[src/rtl/i2c_eeprom_slave_fsm_pkg.sv]
// ---------------------------------------------------------------------------
// i2c_pkg
// Shared types and constants for the I2C EEPROM slave protocol engine.
//  state_t   : protocol FSM states
//  I2C_ACK   : bus level of an acknowledge bit
//  I2C_NACK  : bus level of a not-acknowledge bit
//  RW_WRITE / RW_READ : value of the R/W bit in the device-address byte
// ---------------------------------------------------------------------------
package i2c_pkg;

    typedef enum logic [3:0] {
        ST_IDLE      = 4'd0,
        ST_DEV_ADDR  = 4'd1,
        ST_DEV_ACK   = 4'd2,
        ST_WORD_ADDR = 4'd3,
        ST_WORD_ACK  = 4'd4,
        ST_WR_DATA   = 4'd5,
        ST_WR_ACK    = 4'd6,
        ST_RD_DATA   = 4'd7,
        ST_RD_ACK    = 4'd8,
        ST_WAIT_STOP = 4'd9
    } state_t;

    localparam logic I2C_ACK  = 1'b0;
    localparam logic I2C_NACK = 1'b1;
    localparam logic RW_WRITE = 1'b0;
    localparam logic RW_READ  = 1'b1;

    // True when the upper seven bits of a received address byte select this slave.
    function automatic logic dev_match(input logic [6:0] addr_hi, input logic [6:0] dev);
        return (addr_hi == dev);
    endfunction

endpackage

[src/rtl/i2c_eeprom_slave_fsm_if.sv]
// ---------------------------------------------------------------------------
// i2c_eeprom_slave_fsm_if
// Bundles the raw I2C bus, the start/stop detector levels and the EEPROM
// storage-array strobes of the slave protocol engine.
//  scl, sda                      : raw bus lines (asynchronous to clk)
//  start_detected, stop_detected : levels from the start/stop detectors
//  sda_oe                        : 1 = slave pulls SDA low
//  mem_addr/mem_wdata/mem_we/mem_re/mem_rdata : storage-array access
//  busy                          : slave is addressed and transferring
// Modports: slave (the protocol engine), master (bus master + array model).
// ---------------------------------------------------------------------------
interface i2c_eeprom_slave_fsm_if #(
    parameter int unsigned ADDR_W = 8
);
    logic              scl;
    logic              sda;
    logic              start_detected;
    logic              stop_detected;
    logic              sda_oe;
    logic [ADDR_W-1:0] mem_addr;
    logic [7:0]        mem_wdata;
    logic              mem_we;
    logic              mem_re;
    logic [7:0]        mem_rdata;
    logic              busy;

    modport slave (
        input  scl, sda, start_detected, stop_detected, mem_rdata,
        output sda_oe, mem_addr, mem_wdata, mem_we, mem_re, busy
    );

    modport master (
        output scl, sda, start_detected, stop_detected, mem_rdata,
        input  sda_oe, mem_addr, mem_wdata, mem_we, mem_re, busy
    );
endinterface

[src/rtl/i2c_eeprom_slave_fsm_sync.sv]
// ---------------------------------------------------------------------------
// i2c_sync_edge
// Two-flop synchronizer for an asynchronous input plus registered one-clock
// rise/fall pulses. level is aligned with the pulses so a data line sampled
// with level lines up with an edge pulse of a clock line through a twin
// instance.
//  clk, reset_n : system clock, synchronous active-low reset
//  din          : asynchronous input
//  level        : synchronized value (aligned with rise/fall)
//  rise, fall   : one-clock edge pulses
// ---------------------------------------------------------------------------
module i2c_sync_edge #(
    parameter logic RST_VAL = 1'b0
) (
    input  logic clk,
    input  logic reset_n,
    input  logic din,
    output logic level,
    output logic rise,
    output logic fall
);
    logic meta_r;
    logic sync_r;
    logic prev_r;
    logic rise_r;
    logic fall_r;

    // Synchronizer chain, delayed copy and registered edge pulses
    always_ff @(posedge clk) begin
        if (!reset_n) begin
            meta_r <= RST_VAL;
            sync_r <= RST_VAL;
            prev_r <= RST_VAL;
            rise_r <= 1'b0;
            fall_r <= 1'b0;
        end else begin
            meta_r <= din;
            sync_r <= meta_r;
            prev_r <= sync_r;
            rise_r <= sync_r & ~prev_r;
            fall_r <= ~sync_r & prev_r;
        end
    end

    assign level = prev_r;
    assign rise  = rise_r;
    assign fall  = fall_r;
endmodule

[src/rtl/i2c_eeprom_slave_fsm.sv]
// ---------------------------------------------------------------------------
// i2c_eeprom_slave_fsm
// I2C slave protocol engine for an EEPROM. Receives device address, word
// address and data bytes, acknowledges them by pulling SDA low, serves read
// bytes MSB first, and issues one-clock read/write strobes to the storage
// array with an auto-incrementing word address.
//  clk     : system clock, at least 8x the SCL frequency
//  reset_n : synchronous active-low reset
//  bus     : i2c_eeprom_slave_fsm_if.slave (bus lines, detector levels,
//            sda_oe, storage-array strobes, busy)
// ---------------------------------------------------------------------------
module i2c_eeprom_slave_fsm
    import i2c_pkg::*;
#(
    parameter logic [6:0]  DEV_ADDR = 7'h50,
    parameter int unsigned ADDR_W   = 8
) (
    input  logic                         clk,
    input  logic                         reset_n,
    i2c_eeprom_slave_fsm_if.slave        bus
);
    localparam logic [ADDR_W-1:0] ADDR_ONE = {{(ADDR_W-1){1'b0}}, 1'b1};

    logic scl_level_s, scl_rise_s, scl_fall_s;
    logic sda_level_s, sda_rise_s, sda_fall_s;
    logic start_level_s, start_ev_s, start_fall_s;
    logic stop_level_s, stop_ev_s, stop_fall_s;

    i2c_sync_edge #(.RST_VAL(1'b1)) u_sync_scl (
        .clk(clk), .reset_n(reset_n), .din(bus.scl),
        .level(scl_level_s), .rise(scl_rise_s), .fall(scl_fall_s));
    i2c_sync_edge #(.RST_VAL(1'b1)) u_sync_sda (
        .clk(clk), .reset_n(reset_n), .din(bus.sda),
        .level(sda_level_s), .rise(sda_rise_s), .fall(sda_fall_s));
    i2c_sync_edge #(.RST_VAL(1'b0)) u_sync_start (
        .clk(clk), .reset_n(reset_n), .din(bus.start_detected),
        .level(start_level_s), .rise(start_ev_s), .fall(start_fall_s));
    i2c_sync_edge #(.RST_VAL(1'b0)) u_sync_stop (
        .clk(clk), .reset_n(reset_n), .din(bus.stop_detected),
        .level(stop_level_s), .rise(stop_ev_s), .fall(stop_fall_s));

    state_t            state_r, state_s;
    state_t            ack_next_r, ack_next_s;   // state entered once the ACK slot ends
    logic              ack_half_r, ack_half_s;   // 0: ACK not yet driven, 1: ACK on the bus
    logic [3:0]        bit_cnt_r, bit_cnt_s;
    logic [7:0]        rx_shift_r, rx_shift_s;
    logic [7:0]        tx_shift_r, tx_shift_s;
    logic [7:0]        rx_byte_s;
    logic              sda_oe_r, sda_oe_s;
    logic [ADDR_W-1:0] mem_addr_r, mem_addr_s;
    logic [7:0]        mem_wdata_r, mem_wdata_s;
    logic              mem_we_r, mem_we_s;
    logic              mem_re_r, mem_re_s;
    logic              rd_load_r;                // storage data arrives this clk
    logic              busy_r, busy_s;

    logic sync_unused_s;
    assign sync_unused_s = ^{scl_level_s, sda_rise_s, sda_fall_s, start_level_s,
                             start_fall_s, stop_level_s, stop_fall_s, rx_shift_r[7]};

    // Next-state and output decode for the protocol FSM
    always_comb begin
        state_s     = state_r;
        ack_next_s  = ack_next_r;
        ack_half_s  = ack_half_r;
        bit_cnt_s   = bit_cnt_r;
        rx_shift_s  = rx_shift_r;
        sda_oe_s    = sda_oe_r;
        mem_wdata_s = mem_wdata_r;
        mem_we_s    = 1'b0;
        mem_re_s    = 1'b0;
        busy_s      = busy_r;
        rx_byte_s   = {rx_shift_r[6:0], sda_level_s};

        // The address advances one clock after each write strobe.
        if (mem_we_r) begin
            mem_addr_s = mem_addr_r + ADDR_ONE;
        end else begin
            mem_addr_s = mem_addr_r;
        end

        if (rd_load_r) begin
            tx_shift_s = bus.mem_rdata;
        end else begin
            tx_shift_s = tx_shift_r;
        end

        if (start_ev_s) begin
            // Start (also repeated start) wins over stop and over a coincident SCL edge.
            state_s    = ST_DEV_ADDR;
            bit_cnt_s  = 4'd0;
            ack_half_s = 1'b0;
            sda_oe_s   = 1'b0;
            busy_s     = 1'b0;
        end else if (stop_ev_s) begin
            state_s    = ST_IDLE;
            bit_cnt_s  = 4'd0;
            ack_half_s = 1'b0;
            sda_oe_s   = 1'b0;
            busy_s     = 1'b0;
        end else begin
            case (state_r)
                ST_IDLE: begin
                    sda_oe_s = 1'b0;
                end

                ST_DEV_ADDR, ST_WORD_ADDR, ST_WR_DATA: begin
                    sda_oe_s = 1'b0;
                    if (scl_rise_s) begin
                        rx_shift_s = rx_byte_s;
                        if (bit_cnt_r == 4'd7) begin
                            bit_cnt_s  = 4'd0;
                            ack_half_s = 1'b0;
                            if (state_r == ST_DEV_ADDR) begin
                                if (dev_match(rx_byte_s[7:1], DEV_ADDR)) begin
                                    state_s = ST_DEV_ACK;
                                    busy_s  = 1'b1;
                                    if (rx_byte_s[0] == RW_READ) begin
                                        mem_re_s   = 1'b1;
                                        ack_next_s = ST_RD_DATA;
                                    end else begin
                                        ack_next_s = ST_WORD_ADDR;
                                    end
                                end else begin
                                    state_s = ST_WAIT_STOP;
                                end
                            end else if (state_r == ST_WORD_ADDR) begin
                                mem_addr_s = ADDR_W'(rx_byte_s);
                                state_s    = ST_WORD_ACK;
                                ack_next_s = ST_WR_DATA;
                            end else begin
                                mem_wdata_s = rx_byte_s;
                                mem_we_s    = 1'b1;
                                state_s     = ST_WR_ACK;
                                ack_next_s  = ST_WR_DATA;
                            end
                        end else begin
                            bit_cnt_s = bit_cnt_r + 4'd1;
                        end
                    end else begin
                        rx_shift_s = rx_shift_r;
                    end
                end

                ST_DEV_ACK, ST_WORD_ACK, ST_WR_ACK: begin
                    if (scl_fall_s) begin
                        if (!ack_half_r) begin
                            sda_oe_s   = 1'b1;
                            ack_half_s = 1'b1;
                        end else begin
                            ack_half_s = 1'b0;
                            state_s    = ack_next_r;
                            if (ack_next_r == ST_RD_DATA) begin
                                // The ACK-ending fall is also where the first read bit goes out.
                                sda_oe_s   = ~tx_shift_r[7];
                                tx_shift_s = {tx_shift_r[6:0], 1'b0};
                                bit_cnt_s  = 4'd1;
                            end else begin
                                sda_oe_s  = 1'b0;
                                bit_cnt_s = 4'd0;
                            end
                        end
                    end else begin
                        ack_half_s = ack_half_r;
                    end
                end

                ST_RD_DATA: begin
                    if (scl_fall_s) begin
                        if (bit_cnt_r == 4'd8) begin
                            sda_oe_s   = 1'b0;
                            bit_cnt_s  = 4'd0;
                            state_s    = ST_RD_ACK;
                            mem_addr_s = mem_addr_r + ADDR_ONE;
                        end else begin
                            sda_oe_s   = ~tx_shift_r[7];
                            tx_shift_s = {tx_shift_r[6:0], 1'b0};
                            bit_cnt_s  = bit_cnt_r + 4'd1;
                        end
                    end else begin
                        sda_oe_s = sda_oe_r;
                    end
                end

                ST_RD_ACK: begin
                    sda_oe_s = 1'b0;
                    if (scl_rise_s) begin
                        if (sda_level_s == I2C_ACK) begin
                            mem_re_s  = 1'b1;
                            bit_cnt_s = 4'd0;
                            state_s   = ST_RD_DATA;
                        end else begin
                            state_s = ST_WAIT_STOP;
                            busy_s  = 1'b0;
                        end
                    end else begin
                        state_s = ST_RD_ACK;
                    end
                end

                ST_WAIT_STOP: begin
                    sda_oe_s = 1'b0;
                end

                default: begin
                    state_s  = ST_IDLE;
                    sda_oe_s = 1'b0;
                    busy_s   = 1'b0;
                end
            endcase
        end
    end

    // Protocol state, counters, shift registers and registered outputs
    always_ff @(posedge clk) begin
        if (!reset_n) begin
            state_r     <= ST_IDLE;
            ack_next_r  <= ST_IDLE;
            ack_half_r  <= 1'b0;
            bit_cnt_r   <= 4'd0;
            rx_shift_r  <= 8'h00;
            tx_shift_r  <= 8'h00;
            sda_oe_r    <= 1'b0;
            mem_addr_r  <= {ADDR_W{1'b0}};
            mem_wdata_r <= 8'h00;
            mem_we_r    <= 1'b0;
            mem_re_r    <= 1'b0;
            rd_load_r   <= 1'b0;
            busy_r      <= 1'b0;
        end else begin
            state_r     <= state_s;
            ack_next_r  <= ack_next_s;
            ack_half_r  <= ack_half_s;
            bit_cnt_r   <= bit_cnt_s;
            rx_shift_r  <= rx_shift_s;
            tx_shift_r  <= tx_shift_s;
            sda_oe_r    <= sda_oe_s;
            mem_addr_r  <= mem_addr_s;
            mem_wdata_r <= mem_wdata_s;
            mem_we_r    <= mem_we_s;
            mem_re_r    <= mem_re_s;
            rd_load_r   <= mem_re_r;
            busy_r      <= busy_s;
        end
    end

    assign bus.sda_oe    = sda_oe_r;
    assign bus.mem_addr  = mem_addr_r;
    assign bus.mem_wdata = mem_wdata_r;
    assign bus.mem_we    = mem_we_r;
    assign bus.mem_re    = mem_re_r;
    assign bus.busy      = busy_r;
endmodule

[src/flat_wrapper.sv]
// flat-port wrapper written by rule: the top's interface ports become plain ports
module i2c_eeprom_slave_fsm_flat import i2c_pkg::*;
#(
    parameter logic [6:0]  DEV_ADDR = 7'h50,
    parameter int unsigned ADDR_W   = 8
)
  (clk, reset_n, bus_scl, bus_sda, bus_start_detected, bus_stop_detected, bus_mem_rdata, bus_sda_oe, bus_mem_addr, bus_mem_wdata, bus_mem_we, bus_mem_re, bus_busy);
  i2c_eeprom_slave_fsm_if #(.ADDR_W(ADDR_W)) bus_i ();
  input  logic clk;
  input  logic reset_n;
  input wire logic [$bits(bus_i.scl)-1:0] bus_scl;
  input wire logic [$bits(bus_i.sda)-1:0] bus_sda;
  input wire logic [$bits(bus_i.start_detected)-1:0] bus_start_detected;
  input wire logic [$bits(bus_i.stop_detected)-1:0] bus_stop_detected;
  input wire logic [$bits(bus_i.mem_rdata)-1:0] bus_mem_rdata;
  output wire logic [$bits(bus_i.sda_oe)-1:0] bus_sda_oe;
  output wire logic [$bits(bus_i.mem_addr)-1:0] bus_mem_addr;
  output wire logic [$bits(bus_i.mem_wdata)-1:0] bus_mem_wdata;
  output wire logic [$bits(bus_i.mem_we)-1:0] bus_mem_we;
  output wire logic [$bits(bus_i.mem_re)-1:0] bus_mem_re;
  output wire logic [$bits(bus_i.busy)-1:0] bus_busy;
  assign bus_i.scl = bus_scl;
  assign bus_i.sda = bus_sda;
  assign bus_i.start_detected = bus_start_detected;
  assign bus_i.stop_detected = bus_stop_detected;
  assign bus_i.mem_rdata = bus_mem_rdata;
  assign bus_sda_oe = bus_i.sda_oe;
  assign bus_mem_addr = bus_i.mem_addr;
  assign bus_mem_wdata = bus_i.mem_wdata;
  assign bus_mem_we = bus_i.mem_we;
  assign bus_mem_re = bus_i.mem_re;
  assign bus_busy = bus_i.busy;
  i2c_eeprom_slave_fsm #(.DEV_ADDR(DEV_ADDR), .ADDR_W(ADDR_W)) u_core (.clk(clk), .reset_n(reset_n), .bus(bus_i));
endmodule
[config.mk]
export PLATFORM = sky130hd
export DESIGN_NAME = i2c_eeprom_slave_fsm_flat
export DESIGN_NICKNAME = d
export VERILOG_FILES = /design/src/rtl/i2c_eeprom_slave_fsm_pkg.sv /design/src/rtl/i2c_eeprom_slave_fsm_if.sv /design/src/rtl/i2c_eeprom_slave_fsm_sync.sv /design/src/rtl/i2c_eeprom_slave_fsm.sv /design/src/flat_wrapper.sv
export SDC_FILE = /design/constraint.sdc
export NUM_CORES = 1
export LEC_CHECK = 0
export ABC_AREA = 0
export BUFFER_PORTS_ARGS = -buffer_cell sky130_fd_sc_hd__buf_2
export CAP_MARGIN = 20
export CORE_ASPECT_RATIO = 0.75
export CORE_UTILIZATION = 30
export CTS_BUF_LIST = sky130_fd_sc_hd__clkbuf_4 sky130_fd_sc_hd__clkbuf_8 sky130_fd_sc_hd__clkbuf_16
export DETAILED_ROUTE_END_ITERATION = 10
export GPL_TIMING_DRIVEN = 0
export PLACE_DENSITY = 0.56
export SYNTH_ARGS = -nofsm -noshare
export SYNTH_HDL_FRONTEND = slang
export SYNTH_HIERARCHICAL = 1
export SYNTH_SLANG_ARGS = --single-unit
[constraint.sdc]
create_clock -name clk -period 2.1 [get_ports clk]
set_input_delay 0.105 -clock clk [delete_from_list [all_inputs] [get_ports clk]]
set_output_delay 0.105 -clock clk [all_outputs]
set_load 0.02 [all_outputs]
After elaboration in Yosys (flattened, before gate mapping)
Cells that the tools add are included.

operators by class
  divide/modulo/power cells = 0
  reduce and logical (&&, ||, !) cells = 18
  add/subtract/negate cells = 2
  shift-type cells = 0
  multiplexer cells = 73
  equal/unequal tests = 32
  multiply operators = 0
  order comparisons = 0
  bitwise operators = 19

operators with widths
  operator                                                         number
  8-bit 2-to-1 mux                                                 17
  4-bit 2-to-1 mux                                                 20
  7-bit AND reduction                                              5
  8-bit one-hot mux with 2 select lines                            2
  1-bit 2-to-1 mux                                                 26
  4-bit by 3-bit == test with 1-bit output, second input constant  6
  4-bit one-hot mux with 5 select lines                            1
  4-bit one-hot mux with 4 select lines                            1
  1-bit NOT                                                        15
  2-bit != test, second input constant                             7
  4-bit == test, second input constant                             3
  4-bit by 3-bit != test with 1-bit output, second input constant  3
  4-bit != test, second input constant                             3
  2-bit by 1-bit != test with 1-bit output, second input constant  5
  3-bit OR reduction                                               3
  8-bit by 1-bit adder with 8-bit output, second input constant    1
  4-bit by 2-bit == test with 1-bit output, second input constant  2
  4-bit AND reduction                                              2
  7-bit == test, second input constant                             1
  7-bit OR reduction                                               1
  1-bit one-hot mux with 2 select lines                            3
  6-bit AND reduction                                              1
  6-bit OR reduction                                               1
  4-bit by 1-bit adder with 4-bit output, second input constant    1
  11 further kinds                                                 14

storage, ports and cells
  memories kept = 0
  word-level logic and storage cells = 174
  register bits after elaboration = 65
  bits in read-only memories = 0
  bits in writable memories = 0
  bits of input ports = 14
  bits in latches = 0
  output and inout port bits = 20

Depth between registers and ports, before layout
Gate-level depths: netlist of run 1.

  depth after elaboration = 9
  depth in mapped cells = 8

Cells and area by module
Netlist of run 1, hierarchy kept.

by module, submodules not included
  module                                    instances  cells each  area an instance (µm²)
  i2c_eeprom_slave_fsm                      1          326         2,806.4
  i2c_sync_edge at u_core.u_sync_start ...  2          10          140.1
  i2c_sync_edge at u_core.u_sync_scl ...    2          10          136.4

Worst setup path before layout of run 1
No wires, ideal clock.

  path kind = register to register
  start point = register u_core.state_r[2]
  end point = register u_core.bit_cnt_r[3]
  period minus slack after synthesis = 2,025 ps
  setup slack = 75 ps
  path buffers = 1
  library setup time = 122 ps
  arrival = 1,903 ps
  stages on the path, launching flop included = 7
  cells stage by stage = dfxtp_1 buf_6 or4b_4 or2_4 o21a_4 or2_4 a311o_1

on the way
  longest elaborated chain between the ends = 4
  elaborated cells on any way between the ends = 19
  those cells by class = 14 x eq/ne; 1 x mux; 4 x reduce/logical

ends and longest elaborated chain
  what                                                                                     RTL line                     RTL
  from (decl)                                                                              i2c_eeprom_slave_fsm.sv:42   state_t state_r, state_s;
  from (signal assigned)                                                                   i2c_eeprom_slave_fsm.sv:231  state_r <= state_s;
  4-bit by 2-bit == test with 1-bit output, or another cell as far along                   i2c_eeprom_slave_fsm.sv:102  case (state_r)
  3-bit OR reduction                                                                       i2c_eeprom_slave_fsm.sv:102
  2-bit by 1-bit != test with 1-bit output (no source line), or another cell as far along  n/a
  7-bit AND reduction (no source line)                                                     n/a
  to (signal assigned)                                                                     i2c_eeprom_slave_fsm.sv:234  bit_cnt_r <= bit_cnt_s;
  to (decl)                                                                                i2c_eeprom_slave_fsm.sv:45   logic [3:0] bit_cnt_r, bit_cnt_s;

Several ways; a longest one is shown, not always the timed one.
A chain may end at the register's enable or synchronous reset.

Worst setup path in the final report of run 1
Ends and elaborated chain as after synthesis.

==> out/results.env, run 1 <==
FIN_WORST_SKEW_NS=0.00595
CELLLEAKAGEPOWER_uW=0.00166
CRIT_TYPE='reg2reg'
CRIT_PATH_MAX_FANOUT=9
ANTENNA_CELLS=0
CRITICAL_PATH.SLOWEST_CELL='sky130_fd_sc_hd__or4b_4'
RSZ0062_AT_GRT='true'
DRT_ITER0_DRC=198
FIN_SETUP_TNS_NS=0
SLEW_VIOL_FINAL=0
SYN-NUM-NETS=375
CP.REQUIRED_NS=2.32
AREA_GROW_SYN2LAYOUT_PCT=27.1
INSTANCES_NO_FILL=554
MAX_SLEW.WORST_PIN.SLEW_NS=0.755
CLOCKBUFFERDEPTH=2
PRECTSSETUPSLACK_NS=-0.302
LAYOUT_WORST_PATH_CYCLE_SHARE_PCT=99.2
ROUTED-VIA-COUNT=2956
POWER_uW=3390
HIGHEST_ATTAINABLE_CLOCK_FREQUENCY_MHz=480
MAXSLEWHEADROOM_PCT=48.3
SYNTH-WARNING-COUNT=6
NUMBER_OF_GLOBAL_ROUTE_VIAS_BEFORE_REPAIR=2592
TRITONCTS='built'
AVG_VIAS_PER_CELL=5.34
CRIT_ARRIVAL_NS=2.31
GP_CONGESTION=0.912
CTS_INSERTED_BUFFERS=9
REGTOREGSETUPSLACK_NS=0.02
FLOORPLAN.DIE.WIDTH_UM=122
FRACTION_OF_LAYOUT_INSTANCES_USING_A_DRIVE_STRENGTH_ABOVE_1_PCT=23.9
GRT-OVFL-TOTAL=0
POST-PLACE-CELLS=527
SYN_AREA_PER_CELL_UM2=9.06
SETUP_VIOL=0
FIN_HOLD_WS_NS=0.0809
COREAREA_MM2=0.0104
DRC_ERRORS=0
FINAL_CELL_MIX='sky130_fd_sc_hd__dfxtp_1, sky130_fd_sc_hd__nor2_1, sky130_fd_sc_hd__buf_2, sky130_fd_sc_hd__mux2i_1, sky130_fd_sc_hd__nand2_1'
CRITICAL-PATH-MAX-STAGE-DELAY_NS=0.54
WORST_SETUP_PATH_START_KIND='flip-flop'
GRT_UTIL_ALL_LAYERS_PCT=15.9
ANT_NETS=0
FINAL-HOLD-VIOLATION-COUNT=0
PLACEMENT_ROWS=32
CLK_PIN_SLEW_WORST_PATHS_NS=0.05
FINALWIRELENGTH_MM=8.61
MIN-DELAY-START='bus_mem_rdata[0]'
POST_DRT_WL_PER_CELL_UM=15.5
TIMING.MAX_CAP.VIOLATIONS=0
FINAL_COMMON_CELL='sky130_fd_sc_hd__dfxtp_1'
CLOCK_LATENCY_LATE_SINK_NS=0.34
WORSTHOLDPATHCELLS=3
HOLD_END='u_core/tx_shift_r[0]'
FIN_NETS=430
CELL_MODE_ON_CRITICAL_PATH='sky130_fd_sc_hd__or2_4'
REG_TO_REG_START='u_core/state_r[2]'
CLOCK_SINK_COUNT=64
NETLIST_AREA_MM2=0.00324
POWER_PER_CELL_AREA_mW_PER_MM2=822
GRT_MAX_DEGREE=24
REG2REG_DEPTH=6
HOLDCRITPATHCLASS='in2reg'
START_UTIL_PCT=31.2
GLOBAL_ROUTE_WIRE_LENGTH_BEFORE_REPAIR_MM=13.6
POSTSYNTHCELLCOUNT=358
ENDPOINT_OF_THE_MOST_CRITICAL_REGISTER_TO_REGISTER_PATH='u_core/bit_cnt_r[3]'
END_KIND='flip-flop'
WORSTSETUPSTARTPOINT='u_core/state_r[2]'
INPUT_OUTPUT_BUFFERS=33
TIMING.CRITICAL_PATH.CELLS='buf_6 > or4b_4 > or2_4 > o21a_4 > or2_4 > a311o_1'
VDD.IR_DROP.WORST_uV=534
GRT_ANTENNA_BEFORE_REPAIR=0
OUTCOME='complete, no violations'
DIE_H_UM=92.1
FIN_CRIT_NS=2.08
DIE-AREA_MM2=0.0112
DP_HPWL_MM=6.04
LAYOUT_SETUP_WS_NS=0.0177
CLOCK_TREE.ROOT_CELL='sky130_fd_sc_hd__clkbuf_16'
DRT_PASS1_ITERATIONS=4
FLOORPLAN.IO_PINS=34
HTREE_NUM_LEVELS=3
-- layer usage --
metal | share of wire [%] | vias up | track usage, %
met5 | 0 | - | 0
met4 | 1.2 | 0 | 5.18
met3 | 7.4 | 11 | 4.79
met2 | 39 | 105 | 20.6
met1 | 52 | 1389 | 24.1
li1 | - | 1451 | -
-- layout make-up --
| cell class | count | area [µm²] |
|---|---|---|
| fillers | 1067 | 6290 |
| multi-input cells | 265 | 1930 |
| flip-flops and latches | 64 | 1280 |
| repair buffers | 45 | 265 |
| clock buffers | 10 | 239 |
| well taps | 136 | 170 |
| plain buffers | 21 | 113 |
| clock inverters | 6 | 92.6 |
| inverters | 7 | 30.0 |
-- power breakdown --
part,internal (µW),leakage (µW),switching [µW]
Clock,1070,0.000155,559
Combinational,193,0.000988,303
Sequential,1240,0.000519,17.8
-- how the worst max path moves through the flow --
| stage | to | slack [ns] | cells past startpoint |
|---|---|---|---|
| global placement | u_core/state_r[1] | -0.35 | 6 |
| finish | u_core/bit_cnt_r[3] | 0.02 | 6 |
| CTS | u_core/state_r[1] | -0.02 | 6 |
| detailed placement | u_core/state_r[1] | -0.30 | 8 |
| floorplan | u_core/bit_cnt_r[3] | 0.08 | 6 |
| global route | u_core/state_r[2] | -0.03 | 7 |
-- flip-flops by register name, summed over array words and instances (netlist names), 3 cells and up --
signal	flops
u_core/bus.mem_addr	8
u_core/bus.mem_wdata	8
u_core/tx_shift_r	8
u_core/rx_shift_r	7
u_core/bit_cnt_r	4
u_core/state_r	4
u_core/ack_next_r	3
-- worst max-delay path, delay by kind of cell, from the launching register on --
kind	cells	cell delay [ns]
compound gates	2	0.48
buf+inv	1	0.14
flops	1	0.31
simple gates	3	1.05
-- what timing repair did --
item,4_1_cts,5_1_grt
hold endpoints to repair,4,0
resized for setup,13,23
pin swaps,3,5
hold buffers,4,0
endpoints found under the setup margin,34,35
setup buffers,1,7
-- metrics by stage --
stage                     area, µm²  utilization [%]
after global placement         3580             34.4
final                          4120             39.6
after detailed placement       3580             34.4
after floorplan                3240                -
after global routing           4120             39.6
after CTS                      4020             38.6
Power figures use the tool's default switching activity.
==> run 2, diff against run 1 <==
==> constraint.sdc (replaced) <==
create_clock -name clk -period 1.9 [get_ports clk]
set_input_delay 0.095 -clock clk [delete_from_list [all_inputs] [get_ports clk]]
set_output_delay 0.095 -clock clk [all_outputs]
set_load 0.02 [all_outputs]
==> out/results.env, run 2 (synthesis results as in run 1) <==
DRT_PASS1_ITERATIONS=4  # unchanged
POST_DRT_WL_PER_CELL_UM=16.2  # was 15.5 µm
INPUT_OUTPUT_BUFFERS=33  # unchanged
TOP_DELAY_FAMILY_ON_CRIT_PATH='simple AND/OR/NAND/NOR gates'  # unchanged
FIN_SETUP_TNS_NS=-0.0223  # was 0 ns
CRIT_TYPE='reg2reg'  # unchanged
START_UTIL_PCT=31.2  # unchanged
GRT_MAX_DEGREE=24  # unchanged
COREAREA_MM2=0.0104  # unchanged
DRC_ERRORS=0  # unchanged
END_KIND='flip-flop'  # unchanged
GRT_UTIL_ALL_LAYERS_PCT=16.5  # was 15.9%
FINAL_COMMON_CELL='sky130_fd_sc_hd__dfxtp_1'  # unchanged
CLOCK_LATENCY_LATE_SINK_NS=0.34  # about the same
FIN_NETS=443  # was 430
DIE-AREA_MM2=0.0112  # unchanged
ANTENNA_CELLS=0  # unchanged
REGTOREGSETUPSLACK_NS=-0.01  # was 0.02 ns
CRITICAL-PATH-MAX-STAGE-DELAY_NS=0.54  # about the same
CLK_PIN_SLEW_WORST_PATHS_NS=0.05  # about the same
FINAL_CELL_MIX='sky130_fd_sc_hd__dfxtp_1, sky130_fd_sc_hd__nor2_1, sky130_fd_sc_hd__buf_2, sky130_fd_sc_hd__mux2i_1, sky130_fd_sc_hd__buf_4'  # was sky130_fd_sc_hd__dfxtp_1, sky130_fd_sc_hd__nor2_1, sky130_fd_sc_hd__buf_2, sky130_fd_sc_hd__mux2i_1, sky130_fd_sc_hd__nand2_1
VIOLATIONS='setup timing'
TIMING.CRITICAL_PATH.CELLS='or4b_4 > or2_4 > o21a_4 > or2_4 > o311a_1'  # was buf_6 > or4b_4 > or2_4 > o21a_4 > or2_4 > a311o_1
OUTCOME='complete, but fails checks'  # was complete, no violations
WORST_SETUP_PATH_START_KIND='flip-flop'  # unchanged
RSZ0062_AT_GRT='true'  # unchanged
CRIT_ARRIVAL_NS=2.13  # was 2.31 ns
LAYOUT_WORST_PATH_CYCLE_SHARE_PCT=101  # was 99.2%
FIN_CRIT_NS=1.91  # was 2.08 ns
GLOBAL_ROUTE_WIRE_LENGTH_BEFORE_REPAIR_MM=14.1  # was 13.6 mm
AREA_GROW_SYN2LAYOUT_PCT=33.9  # was 27.1%
SLEW_VIOL_FINAL=0  # unchanged
BUF_INV_STAGES_CRIT_PATH=0  # was 1
MAX_SLEW.WORST_PIN.SLEW_NS=0.608  # was 0.755 ns
LAYOUT_SETUP_WS_NS=-0.0145  # was 0.0177 ns
FIN_HOLD_WS_NS=0.114  # was 0.0809 ns
CTS_INSERTED_BUFFERS=9  # unchanged
DRT_ITER0_DRC=204  # was 198
FINALWIRELENGTH_MM=9.19  # was 8.61 mm
FLOORPLAN.IO_PINS=34  # unchanged
FRACTION_OF_LAYOUT_INSTANCES_USING_A_DRIVE_STRENGTH_ABOVE_1_PCT=32.6  # was 23.9%
AVG_VIAS_PER_CELL=5.38  # was 5.34
CLOCKBUFFERDEPTH=2  # unchanged
NUMBER_OF_GLOBAL_ROUTE_VIAS_BEFORE_REPAIR=2742  # was 2592
DIE_H_UM=92.1  # unchanged
VDD.IR_DROP.WORST_uV=654  # was 534 µV
FIN_WORST_SKEW_NS=0.00824  # was 0.00595 ns
PLACEMENT_ROWS=32  # unchanged
GRT_ANTENNA_BEFORE_REPAIR=0  # unchanged
CP.REQUIRED_NS=2.11  # was 2.32 ns
PRECTSSETUPSLACK_NS=-0.499  # was -0.302 ns
CELLLEAKAGEPOWER_uW=0.00177  # was 0.00166 µW
HIGHEST_ATTAINABLE_CLOCK_FREQUENCY_MHz=522  # was 480 MHz
DP_HPWL_MM=6.15  # was 6.04 mm
GP_CONGESTION=0.890  # was 0.912
FINAL-HOLD-VIOLATION-COUNT=0  # unchanged
CLOCK_TREE.ROOT_CELL='sky130_fd_sc_hd__clkbuf_16'  # unchanged
FINAL_UTIL_PCT=41.7  # was 39.6%
CRIT_PATH_MAX_FANOUT=4  # was 9
TIMING.MAX_CAP.VIOLATIONS=0  # unchanged
TRITONCTS='built'  # unchanged
GRT-OVFL-TOTAL=0  # unchanged
CELL_MODE_ON_CRITICAL_PATH='sky130_fd_sc_hd__or2_4'  # unchanged
FLOORPLAN.DIE.WIDTH_UM=122  # unchanged
ANT_NETS=0  # unchanged
CLOCK_SINK_COUNT=64  # unchanged
ROUTED-VIA-COUNT=3047  # was 2956
MAXSLEWHEADROOM_PCT=59.5  # was 48.3%
HTREE_NUM_LEVELS=3  # unchanged
CRITICAL_PATH.SLOWEST_CELL='sky130_fd_sc_hd__or4b_4'  # unchanged
SETUP_VIOL=2  # was 0
HOLDCRITPATHCLASS='in2reg'  # unchanged
POWER_PER_CELL_AREA_mW_PER_MM2=851  # was 822 mW/mm²
-- run 2: where the power goes --
group          switching (µW)  leakage, µW  internal (µW)  total (µW)
logic                     367      0.00110            278         646
registers                33.6     0.000526           1380        1410
clock network             574     0.000145           1070        1640
total                     975      0.00177           2720        3700
-- run 2: final cells by class --
| class | count | area (µm²) |
|---|---|---|
| inverter | 7 | 30.0 |
| fill | 1033 | 6070 |
| clock inverter | 3 | 42.5 |
| tap | 136 | 170 |
| buffer | 19 | 123 |
| multi-input combinational | 265 | 2030 |
| timing repair buffer | 60 | 378 |
| sequential | 64 | 1310 |
| clock buffer | 12 | 254 |
-- run 2: through the flow --
step / area (µm²) / instances / power [µW]
2_1_floorplan: 3260 / 358 / 1780
3_3_place_gp: 3590 / 527 / 1900
3_5_place_dp: 3590 / 527 / 1900
4_1_cts: 4120 / 554 / 3610
5_1_grt: 4340 / 566 / 3850
6_report: 4340 / 566 / 3700
-- run 2: worst min-delay path, stage by stage --
cell                      delay (ns)
sky130_fd_sc_hd__buf_2          0.08
sky130_fd_sc_hd__mux2i_1        0.08
sky130_fd_sc_hd__nor3_1         0.14
-- run 2: metal layers --
layer | GRT usage, % | part of all wire, %
met1 | 24.6 | 51
met2 | 22.1 | 41
met3 | 4.54 | 7.1
met4 | 5.69 | 1.3
met5 | 0 | 0
-- run 2: timing repair --
item	CTS	global route
gates resized for setup	42	45
gates cloned	0	1
endpoints found under the setup margin	39	34
pin swaps	10	15
hold buffers	4	0
setup buffers	11	11
endpoints found under the hold margin	4	0
-- run 2: final timing paths --
check                           startpoint                  endpoint  depth (start not counted)
setup / recovery         u_core/state_r[2]       u_core/bit_cnt_r[0]                          5
hold / removal            bus_mem_rdata[0]      u_core/tx_shift_r[0]                          3
setup reg to reg         u_core/state_r[2]       u_core/bit_cnt_r[0]                          5
hold reg to reg   u_core/u_sync_scl/meta_r  u_core/u_sync_scl/sync_r                          1
